--- config.mk ---
export PLATFORM = sky130hd
export DESIGN_NAME = covox_sd_dac
export DESIGN_NICKNAME = d
export VERILOG_FILES = /design/src/rtl/covox_pkg.sv /design/src/rtl/sd_modulator.sv /design/src/rtl/covox_sd_dac.sv
export SDC_FILE = /design/constraint.sdc
export NUM_CORES = 1
export LEC_CHECK = 0
export BUFFER_PORTS_ARGS = -buffer_cell sky130_fd_sc_hd__buf_4
export CAP_MARGIN = 30
export CORE_AREA = 2 2 99 53
export DETAILED_ROUTE_END_ITERATION = 6
export DIE_AREA = 0 0 101 55
export PLACE_DENSITY = 0.79
export SLEW_MARGIN = 20
export SYNTH_ARGS = -nofsm -noshare
export SYNTH_HDL_FRONTEND = slang
export SYNTH_SLANG_ARGS = --single-unit
--- constraint.sdc ---
create_clock -name cpu_clock -period 5.75 [get_ports cpu_clock]
set_input_delay 0.2875 -clock cpu_clock [delete_from_list [all_inputs] [get_ports cpu_clock]]
set_output_delay 0.2875 -clock cpu_clock [all_outputs]
set_load 0.005 [all_outputs]
--- src/rtl/covox_pkg.sv ---
// -----------------------------------------------------------------------------
// covox_pkg
// Constants shared by the audio back-end and the port decoder of the
// dual-YM2149 board, plus the mixer helper used by covox_sd_dac.
//   MIX_W      : width of the unsigned mix word fed to the modulator
//   ACC_W      : width of the sigma-delta accumulator (carry bit on top)
//   COVOX_PORT : low byte of the Covox sample port
//   BEEP_PORT  : low byte of the beeper/tapeout port
// -----------------------------------------------------------------------------
package covox_pkg;

    localparam int MIX_W = 9;
    localparam int ACC_W = 10;

    localparam logic [7:0] COVOX_PORT = 8'hFB;
    localparam logic [7:0] BEEP_PORT  = 8'hFE;

    // Sum of the Covox sample and the two fixed-level sources. With
    // beep_lvl + tape_lvl <= 256 the result always fits in MIX_W bits.
    function automatic logic [MIX_W-1:0] mix_sum(
        input logic [7:0]       smp,
        input logic             beep,
        input logic             tape,
        input logic [MIX_W-1:0] beep_lvl,
        input logic [MIX_W-1:0] tape_lvl
    );
        logic [MIX_W-1:0] acc;
        acc = {1'b0, smp};
        if (beep) acc = acc + beep_lvl;
        if (tape) acc = acc + tape_lvl;
        return acc;
    endfunction

endpackage

--- src/rtl/sd_modulator.sv ---
// -----------------------------------------------------------------------------
// sd_modulator
// First-order error-feedback sigma-delta modulator. Each cycle the residue
// (accumulator without its carry bit) is added to the mix word; the carry
// becomes the output bit, so over 2^MIX_W cycles the number of ones equals
// the mix value exactly.
// Ports:
//   cpu_clock : clock
//   reset     : asynchronous active-low reset
//   mix       : unsigned input level, MIX_W bits
//   sd_bit    : 1-bit output stream, straight from the accumulator register
// -----------------------------------------------------------------------------
module sd_modulator
    import covox_pkg::*;
(
    input  logic             cpu_clock,
    input  logic             reset,
    input  logic [MIX_W-1:0] mix,
    output logic             sd_bit
);

    logic [ACC_W-1:0] acc_reg;
    logic [ACC_W-1:0] acc_next;

    // The previous carry is dropped: only the residue feeds back.
    assign acc_next = {1'b0, acc_reg[ACC_W-2:0]} + {{(ACC_W-MIX_W){1'b0}}, mix};

    always_ff @(posedge cpu_clock or negedge reset) begin
        if (!reset) begin
            acc_reg <= '0;
        end else begin
            acc_reg <= acc_next;
        end
    end

    assign sd_bit = acc_reg[ACC_W-1];

endmodule

--- src/rtl/covox_sd_dac.sv ---
// -----------------------------------------------------------------------------
// covox_sd_dac
// Audio back-end: captures the Covox sample written by the CPU, mixes it with
// the beeper and tapeout levels and drives a 1-bit sigma-delta stream for an
// external RC filter. An idle timer mutes the Covox channel when the CPU
// stops writing samples.
// Parameters:
//   BEEP_LVL : mix weight of the beeper (BEEP_LVL + TAPE_LVL <= 256)
//   TAPE_LVL : mix weight of tapeout
//   IDLE_W   : idle counter width; mute after 2^IDLE_W-1 cycles without write
// Ports:
//   cpu_clock  : clock
//   reset      : asynchronous active-low reset
//   covox      : active-low Covox write strobe from the decoder
//   d          : CPU data bus
//   beeper     : beeper level
//   tapeout    : tapeout level
//   audio_out  : sigma-delta bitstream
//   covox_idle : high while the Covox channel is muted
//   sample     : committed Covox sample
// -----------------------------------------------------------------------------
module covox_sd_dac
    import covox_pkg::*;
#(
    parameter int BEEP_LVL = 192,
    parameter int TAPE_LVL = 64,
    parameter int IDLE_W   = 16
) (
    input  logic       cpu_clock,
    input  logic       reset,
    input  logic       covox,
    input  logic [7:0] d,
    input  logic       beeper,
    input  logic       tapeout,
    output logic       audio_out,
    output logic       covox_idle,
    output logic [7:0] sample
);

    localparam logic [IDLE_W-1:0] IDLE_LIMIT = '1;
    localparam logic [IDLE_W-1:0] IDLE_PRE   = IDLE_LIMIT - 1'b1;
    localparam logic [MIX_W-1:0]  BEEP_W     = MIX_W'(BEEP_LVL);
    localparam logic [MIX_W-1:0]  TAPE_W     = MIX_W'(TAPE_LVL);

    logic              cov_q_reg;
    logic [7:0]        hold_reg;
    logic [7:0]        sample_reg;
    logic [7:0]        sample_next;
    logic              beep_q_reg;
    logic              tape_q_reg;
    logic [IDLE_W-1:0] idle_cnt_reg;
    logic [IDLE_W-1:0] idle_cnt_next;
    logic              idle_reg;
    logic              idle_next;
    logic              commit;
    logic [MIX_W-1:0]  mix;

    // Strobe rising edge. cov_q resets to 1, so a strobe already low when
    // reset releases cannot produce a commit until it really rises.
    assign commit = ~cov_q_reg & covox;

    // Commit has priority over the idle limit being reached on the same edge.
    always_comb begin
        sample_next   = sample_reg;
        idle_cnt_next = idle_cnt_reg;
        idle_next     = idle_reg;
        if (commit) begin
            sample_next   = hold_reg;
            idle_cnt_next = '0;
            idle_next     = 1'b0;
        end else if (idle_cnt_reg != IDLE_LIMIT) begin
            idle_cnt_next = idle_cnt_reg + 1'b1;
            if (idle_cnt_reg == IDLE_PRE) begin
                sample_next = 8'h00;
                idle_next   = 1'b1;
            end
        end
    end

    always_ff @(posedge cpu_clock or negedge reset) begin
        if (!reset) begin
            cov_q_reg    <= 1'b1;
            hold_reg     <= 8'h00;
            sample_reg   <= 8'h00;
            beep_q_reg   <= 1'b0;
            tape_q_reg   <= 1'b0;
            idle_cnt_reg <= '0;
            idle_reg     <= 1'b0;
        end else begin
            cov_q_reg    <= covox;
            if (!covox) begin
                hold_reg <= d;
            end
            sample_reg   <= sample_next;
            beep_q_reg   <= beeper;
            tape_q_reg   <= tapeout;
            idle_cnt_reg <= idle_cnt_next;
            idle_reg     <= idle_next;
        end
    end

    assign mix = mix_sum(sample_reg, beep_q_reg, tape_q_reg, BEEP_W, TAPE_W);

    sd_modulator u_mod (
        .cpu_clock (cpu_clock),
        .reset     (reset),
        .mix       (mix),
        .sd_bit    (audio_out)
    );

    assign sample     = sample_reg;
    assign covox_idle = idle_reg;

endmodule

==> results of run 1 <==
## final cells by class
type,instances,area (µm²)
clock buffers,6,82.58
clock inverters,2,12.51
fillers,422,2140
inverters,6,22.52
multi-input cells,148,1065
flip-flops and latches,46,1152
well taps,60,75.07
repair buffers,24,180.2
## routing by layer
metal | track usage | share of wire
met4 | 0.02027 | 0.0022
met3 | 0.05528 | 0.046
met2 | 0.2633 | 0.41
met1 | 0.2637 | 0.54
met5 | 0 | 0
## through the flow
step / hold slack (ps) / util / total power [mW]
after CTS: 9.606 / 0.5476 / 0.9630
final: -10.09 / 0.5476 / 0.9534
after floorplan: -8.091 / - / 0.6624
after global routing: 33.01 / 0.5476 / 1.025
after global placement: 328.5 / 0.5275 / 0.7373
after detailed placement: 328.9 / 0.5275 / 0.7526
## cell usage after synthesis (2+ instances only)
cell type / instances / share of area
or4_1: 2 / 0.0066
nor4_1: 3 / 0.0083
nor2b_1: 3 / 0.0083
ha_1: 13 / 0.072
a22o_1: 8 / 0.031
a21oi_1: 15 / 0.033
inv_1: 6 / 0.0099
dfrtp_1: 45 / 0.50
o21ai_0: 6 / 0.013
mux2_2: 9 / 0.045
a21o_1: 3 / 0.0099
nand2_1: 20 / 0.033
nor2_1: 9 / 0.015
o41ai_1: 2 / 0.0077
or3_1: 2 / 0.0055
nand2b_1: 5 / 0.014
mux2i_1: 5 / 0.022
and3_1: 4 / 0.011
a211oi_1: 3 / 0.0099
buf_2: 3 / 0.0066
xnor2_1: 7 / 0.027
xor2_1: 3 / 0.012
nand3_1: 9 / 0.020
a31oi_1: 2 / 0.0055
clkbuf_1: 3 / 0.0050
nor3_1: 2 / 0.0044
## worst paths after layout
path,startpoint,endpoint,cells past startpoint
max,sample[6],u_mod.acc_reg[8],8
min,reset,hold_reg[1],1
max reg2reg,sample[6],u_mod.acc_reg[8],8
min reg2reg,u_mod.acc_reg[0],u_mod.acc_reg[0],1
max in group asynchronous,reset,idle_cnt_reg[1],1
min in group cpu_clock,beeper,beep_q_reg,1
## logic make-up (layout without fill, tap and decap cells)
logic type	Yosys count	in the layout	share of synthesized area
fa+ha+maj	14	14	0.08062
compound gates	46	46	0.1369
flops	46	46	0.5086
simple gates	64	64	0.1469
mux	14	14	0.06682
buf+inv	12	38	0.02153
xor+xnor	10	10	0.03866
## cells in the final DEF, fill, tap and decap left out, types with 4 or more instances in the layout
cell / n
a22o_1: 8
nand3_1: 9
mux2i_1: 5
xnor2_1: 7
o21ai_0: 6
nand2_1: 20
nor2_1: 9
and3_1: 4
a21oi_1: 15
nand2b_1: 5
buf_4: 24
ha_1: 13
dfrtp_1: 45
mux2_2: 9
inv_1: 6
clkbuf_8: 6
## where the power goes
| part | internal (mW) | switching (mW) | leakage, nW | total (mW) |
|---|---|---|---|---|
| sequential | 0.389 | 0.0411 | 0.576 | 0.430 |
| combinational | 0.158 | 0.160 | 0.574 | 0.318 |
| clock | 0.0968 | 0.108 | 0.0472 | 0.205 |
| total | 0.644 | 0.310 | 1.20 | 0.953 |
## worst register-to-register path, stage by stage, from the launching register on
cell	delay, ps
dfrtp_1	420
inv_1	60
ha_1	290
a21oi_1	180
ha_1	250
mux2_2	260
ha_1	220
o41ai_1	420
xnor2_1	160
==> run metrics, run 1 <==
status complete, but fails checks; failing checks hold timing; asr flop ratio synth 1.000; total track usage 0.1776; via/cell ratio 5.541; CP arrival 2560 ps; Setup crit end kind flop; CP startpoint kind flop; Synth-to-Final Area Change 14.30%; count of cell types in the netlist 40; first-pass GRT wire length 7431 µm; Total Die Area 5555 µm²; CTS H-tree depth 2; total global routing overflow 0; cts hold-fix bufs 0; PD cells 368.1 nW/µm²; vias 1,618; syn nets 233; Worst EP required 5970 ps; Worst path slowest cell dfrtp_1; Antenna diodes 0; register bit count reported by yosys 46; worst slack at placement 3426 ps; Synth Warn # 0; Post-synth EDFFs 0; CP bufs+invs 1; # placed instances 284; CTS Root Buffer Type clkbuf_8; RSZ-0062 raised after global routing no; clk_skew 4.924 ps; final hold vios 20; per-cell routed wire length 15.30 µm; register area share after synthesis 0.5086; post-CTS setup buffers 0; # rows 18; Residual DRC 0; antenna violations before repair 0; post-cts sizing count 0; Clock transition at path regs 90 ps; Longest Clk Path Bufs 2; Layout Cells excl Fill 292; CTS sink cnt 46; synthesized area 2266 µm²; WHS -10.09 ps; share of cells above drive strength 1 0.1897; worst rel slew slack 0.4112; fin crit period 2345 ps; Main synth FF type dfrtp_1; # port buffers 22; largest net degree at the start of global routing 47; Iter 0 DRT Violations 75; Synth Instances 206; io pins 23; Max Slew Vio Count 0; Slew @ Worst Pin 883.1 ps; Worst-Skew Late Latency 290 ps; Core Box Area 4730 µm²; Die Width 101 µm; worst-path cell chain inv_1 > ha_1 > a21oi_1 > ha_1 > mux2_2 > ha_1 > o41ai_1 > xnor2_1; dpl hpwl 3205 µm; Post-DP Area 2495 µm²; Die Ht 55 µm; CP max stage delay 420 ps; GPL Wtd Cong 0.8199; CTS Buf Count 5; Final Cycle Share 0.4078; Achievable Freq 426.5 MHz; WL final 4468 µm; worst vdd rail ir drop 0.2105 mV; Post-DRT Antenna Nets 0; DRT Pass-1 Iters 4; CP dominant cell by count ha_1; max_cap viols 0; CTS tree done; initial core utilization 0.4791; setup slack, reg-to-reg 3410 ps; worst setup path class flop to flop; vias in the first global route 1,559; crit-path max FO 4; Post-Syn Area per Cell 11.00 µm²; worst setup slack after layout 3405 ps; Leak 1.197 nW; Worst Hold Class primary input to asynchronous set/reset pin; Setup violations, final 0; max FFs per register 16; Setup TNS 0 ps; post-route cell area 2590 µm²; nets@finish 258; Top delay family on crit path adder cells
Power figures use the tool's default switching activity.
==> inputs of run 2 (changes only) <==
clock period = 2.3 ns   (was 5.75 ns; I/O delays follow)
==> run 2 against run 1 <==
Effect of this change:
- the flow now finishes without violations
- flip-flop and latch count unchanged
- critical path depth grew 2
- fmax up 7.9%
- first-iteration DRC count grew 120%
- register-to-register slack got worse by 3300 ps
- global-route usage is essentially flat
- total power grew to 2.6 times the previous value
- design area grew 3.9%
- clock power rose to 2.9 times the previous value
- critical endpoint unchanged
- largest power group unchanged
==> run metrics, run 2 (synthesis gave the netlist of run 1 again) <==
worst setup path class flop to flop; crit-path max FO 3; CTS Root Buffer Type clkbuf_8; max_cap viols 0; PD cells 937.4 nW/µm²; Setup TNS 0 ps; Worst-Skew Late Latency 300 ps; Synth-to-Final Area Change 18.72%; DRT Pass-1 Iters 4; most common cell after layout, fill and taps aside dfrtp_1; # rows 18; worst-path cell chain inv_1 > ha_1 > a21oi_2 > ha_1 > mux2_2 > ha_4 > nor2_1 > nor2_1 > o41ai_2 > xnor2_1; worst slack at placement 34.43 ps; Max Slew Vio Count 0; WL final 4488 µm; Worst EP required 2490 ps; Core Box Area 4730 µm²; Die Ht 55 µm; per-cell routed wire length 15.01 µm; most frequent cells in the layout 45 x dfrtp_1, 27 x buf_4, 20 x nand2_1; post-route cell area 2690 µm²; Leak 1.243 nW; Setup violations, final 0; Util after Layout 0.5688; Post-DP Area 2517 µm²; Worst Hold Class primary input to flop; Post-DRT Antenna Nets 0; CTS Buf Count 5; worst vdd rail ir drop 0.5001 mV; CTS tree done; Slew @ Worst Pin 839.7 ps; vias 1,641; clk_skew 7.679 ps; total global routing overflow 0; first-pass GRT wire length 7355 µm; Iter 0 DRT Violations 163; initial core utilization 0.4791; CTS H-tree depth 2; vias in the first global route 1,490; Clock transition at path regs 90 ps; CTS sink cnt 46; max FFs per register 16; Final Cycle Share 0.9449; worst setup slack after layout 126.7 ps; largest net degree at the start of global routing 47; post-CTS setup buffers 0; dpl hpwl 3239 µm; CP startpoint kind flop; CP arrival 2360 ps; # port buffers 22; Residual DRC 0; final hold vios 0; Total Die Area 5555 µm²; Die Width 101 µm; fin crit period 2173 ps; total track usage 0.1779; CP max stage delay 360 ps; Achievable Freq 460.1 MHz; antenna violations before repair 0; via/cell ratio 5.488; RSZ-0062 raised after global routing no; GPL Wtd Cong 0.8074; Worst path slowest cell dfrtp_1; fillcell total 395; Setup crit end kind flop; Longest Clk Path Bufs 2; io pins 23; worst rel slew slack 0.4402; Antenna diodes 0; nets@finish 265; share of cells above drive strength 1 0.2092; status finished, final reports clean
run 2: cell count changes in the layout (fill, tap and decap cells not counted), sizes merged:
cell	previous run	this run
dlygate4sd3	0	4
buf	24	27
bufinv	0	1
clkbuf	6	5
clkinv	1	2
clkinvlp	1	0
run 2: critical path: cells and delay by family (launching register included):
| kind | cells | cell delay (ps) |
|---|---|---|
| adders and majority gates | 3 | 810 |
| DFF | 1 | 360 |
| muxes | 1 | 280 |
| AOI/OAI and AO/OA | 2 | 260 |
| and+or+nand+nor | 2 | 180 |
| xor gates and xnor gates | 1 | 130 |
| buffers and inverters | 1 | 50 |
run 2: through the flow:
stage                     power (mW)  std cells  hold WS (ps)
final                          2.522        299         38.40
after global routing           2.688        299         39.32
after CTS                      2.480        299         35.55
after detailed placement       1.883        287         155.6
after global placement         1.851        287         156.0
after floorplan                1.656        206        -180.6
run 2: cell type report:
cell class / instances / area (µm²) / share of cell area
repair buffers: 31 / 242.7 / 0.09023
well taps: 60 / 75.07 / 0.02791
flip-flops and latches: 46 / 1152 / 0.4284
clock inverters: 3 / 40.04 / 0.01488
clock buffers: 5 / 68.82 / 0.02558
multi-input cells: 148 / 1089 / 0.4046
inverters: 6 / 22.52 / 0.008372
run 2: report_power, final:
group	switching (mW)	total (mW)	internal, mW	leakage, nW
Combinational	0.410	0.842	0.432	0.609
Sequential	0.106	1.08	0.974	0.576
Clock	0.280	0.600	0.320	0.0579
run 2: worst paths after layout:
check                                 start          endpoint  slack (ps)  cells after the start
max in group asynchronous             reset         cov_q_reg        1560                      2
min in group asynchronous             reset         sample[2]         350                      2
hold / removal                         d[3]       hold_reg[3]          40                      2
hold reg to reg            u_mod.acc_reg[0]  u_mod.acc_reg[0]         480                      1
setup / recovery                  sample[6]  u_mod.acc_reg[8]         130                     10
setup reg to reg                  sample[6]  u_mod.acc_reg[8]         130                     10
run 2: repair_timing:
action                     in CTS  in global routing
resized for setup               0                  3
hold endpoints to repair       48                  0
hold buffers                    4                  0
setup endpoints to repair       0                  1
run 2: layer usage:
layer  routed length (µm)  global-route usage  up-vias
li1                     -                   -      817
met1                 2425              0.2729      769
met2                 1762              0.2400       48
met3                  259             0.06030        7
met4                   41             0.03604        0
met5                    0                   0        -
==> inputs of run 3 (changes only) <==
clock period = 2.8 ns   (was 2.3 ns; I/O delays follow)
==> run 3 against run 2 <==
Effect of this change:
- sequential share of layout area grew 0.79 points
- fmax decreased by 7.2%
- die area is the same
- global-route usage is 1.1 points lower
- worst hold slack worse by 2.4 ps
- clock power decreased by 14%
- first-iteration DRC count fell by 33%
- clock-buffer cell count grew 2
- flip-flop and latch count did not move
- register-to-register slack improved by 330 ps
- wire length shrank 3.7%
==> run metrics, run 3 (synthesis gave the netlist of run 1 again) <==
CTS sink cnt 46; # port buffers 22; via/cell ratio 5.488; largest net degree at the start of global routing 47; Slew @ Worst Pin 797.4 ps; worst vdd rail ir drop 0.5014 mV; FF-to-FF path depth 8; Setup crit end kind flop; Antenna diodes 0; Residual DRC 0; GPL Wtd Cong 0.8132; initial core utilization 0.4791; post-route cell area 2641 µm²; share of cells above drive strength 1 0.1830; CP dominant cell by count ha_1; status finished, final reports clean; total global routing overflow 0; Int Power 1.416 mW; per-cell routed wire length 14.65 µm; Top delay family on crit path adder cells; io pins 23; Core Box Area 4730 µm²; fin crit period 2343 ps; Worst EP required 3020 ps; clock power share 0.251; vias in the first global route 1,444; CTS Buf Count 5; FF-to-FF Start sample[6]; dpl hpwl 3115 µm; Synth-to-Final Area Change 16.57%; setup slack, reg-to-reg 460 ps; post-cts sizing count 0; Worst path slowest cell o41ai_1; Clock transition at path regs 80 ps; Post-DP Area 2495 µm²; CTS Root Buffer Type clkbuf_8; first-pass GRT wire length 6948 µm; CP startpoint kind flop; Min-Delay Endpoint cov_q_reg; antenna violations before repair 0; worst-path cell chain inv_1 > ha_1 > a21oi_1 > ha_1 > mux2_2 > ha_1 > o41ai_1 > xnor2_1; most frequent cells in the layout 45 x dfrtp_1, 24 x buf_4, 20 x nand2_1; nets@finish 261; NetSw 0.6307 mW; # rows 18; DRT Pass-1 Iters 4; worst rel slew slack 0.4684; Longest Clk Path Bufs 2; Comb pwr share 0.317; Layout Cells excl Fill 295; Die Ht 55 µm; Max Slew Vio Count 0; final hold vios 0; Setup TNS 0 ps; total track usage 0.1672; fillcell total 433; vias 1,619; Worst-Skew Late Latency 300 ps; crit-path max FO 4; HP Start covox; switch share 0.3081; Iter 0 DRT Violations 110; end of the worst register-to-register path u_mod.acc_reg[8]; worst setup path class flop to flop; worst slack at placement 468.6 ps; CP arrival 2560 ps; most common cell after layout, fill and taps aside dfrtp_1; Final Cycle Share 0.8368; Total Die Area 5555 µm²; CTS tree done; hold path cells 1; CP bufs+invs 1; max FFs per register 16; Setup violations, final 0; CTS H-tree depth 2; Reg power frac 0.432; Worst Hold Class primary input to flop; worst setup slack after layout 456.9 ps; CP max stage delay 430 ps; Die Width 101 µm; Tot Pwr 2.047 mW; Leak 1.221 nW; Post-DRT Antenna Nets 0; PD cells 775.0 nW/µm²; WL final 4322 µm; max_cap viols 0; RSZ-0062 raised after global routing no; # placed instances 284; Achievable Freq 426.8 MHz; clk_skew 11.46 ps
[run 3: cell count changes in the layout (fill, tap and decap cells not counted)]
cell,delta
clkinv_2,-2
ha_4,-1
a21oi_2,-1
clkbuf_1,+1
o41ai_2,-1
o41ai_1,+1
ha_1,+1
dlygate4sd3_1,-1
buf_4,-3
clkbuf_8,+1
a21oi_1,+1
[run 3: metal layers]
| metal | routed length [µm] | vias up | track usage |
|---|---|---|---|
| li1 | - | 808 | - |
| met1 | 2419 | 770 | 0.2640 |
| met2 | 1619 | 39 | 0.2200 |
| met3 | 273 | 2 | 0.04774 |
| met4 | 10 | 0 | 0.04054 |
| met5 | 0 | - | 0 |
[run 3: what timing repair did]
item | in CTS | in global routing
buffers inserted | 0 | 0
endpoints found under the hold margin | 47 | 0
hold buffers | 3 | 0
[run 3: through the flow]
| step | utilization | hold WS (ps) |
|---|---|---|
| CTS | 0.5585 | 31.16 |
| floorplan | - | -155.6 |
| global placement | 0.5275 | 183.1 |
| finish | 0.5585 | 36.05 |
| global route | 0.5585 | 21.03 |
| detailed placement | 0.5275 | 179.9 |
[run 3: worst max path at each step]
stage,endpoint,cells after the start,startpoint
2_1_floorplan,u_mod.acc_reg[8],8,sample[6]
3_3_place_gp,u_mod.acc_reg[8],8,sample[6]
3_5_place_dp,u_mod.acc_reg[8],8,sample[6]
4_1_cts,u_mod.acc_reg[8],8,sample[6]
5_1_grt,u_mod.acc_reg[8],8,sample[6]
6_report,u_mod.acc_reg[8],8,sample[6]
[run 3: power groups by stage]
stage | registers, mW | clock network, mW | logic [mW]
after CTS | 0.884 | 0.523 | 0.653
after global routing | 0.898 | 0.553 | 0.739
final | 0.884 | 0.513 | 0.650
after detailed placement | 0.895 | 0 | 0.648
after global placement | 0.891 | 0 | 0.624
after floorplan | 0.877 | 0 | 0.483
[run 3: final cells by class]
type	count	area, µm²	share of cell area
flip-flops and latches	46	1152	0.4363
repair buffers	27	210.2	0.07958
well taps	60	75.07	0.02842
clock buffers	7	86.33	0.03269
clock inverters	1	30.03	0.01137
inverters	6	22.52	0.008527
multi-input cells	148	1065	0.4031
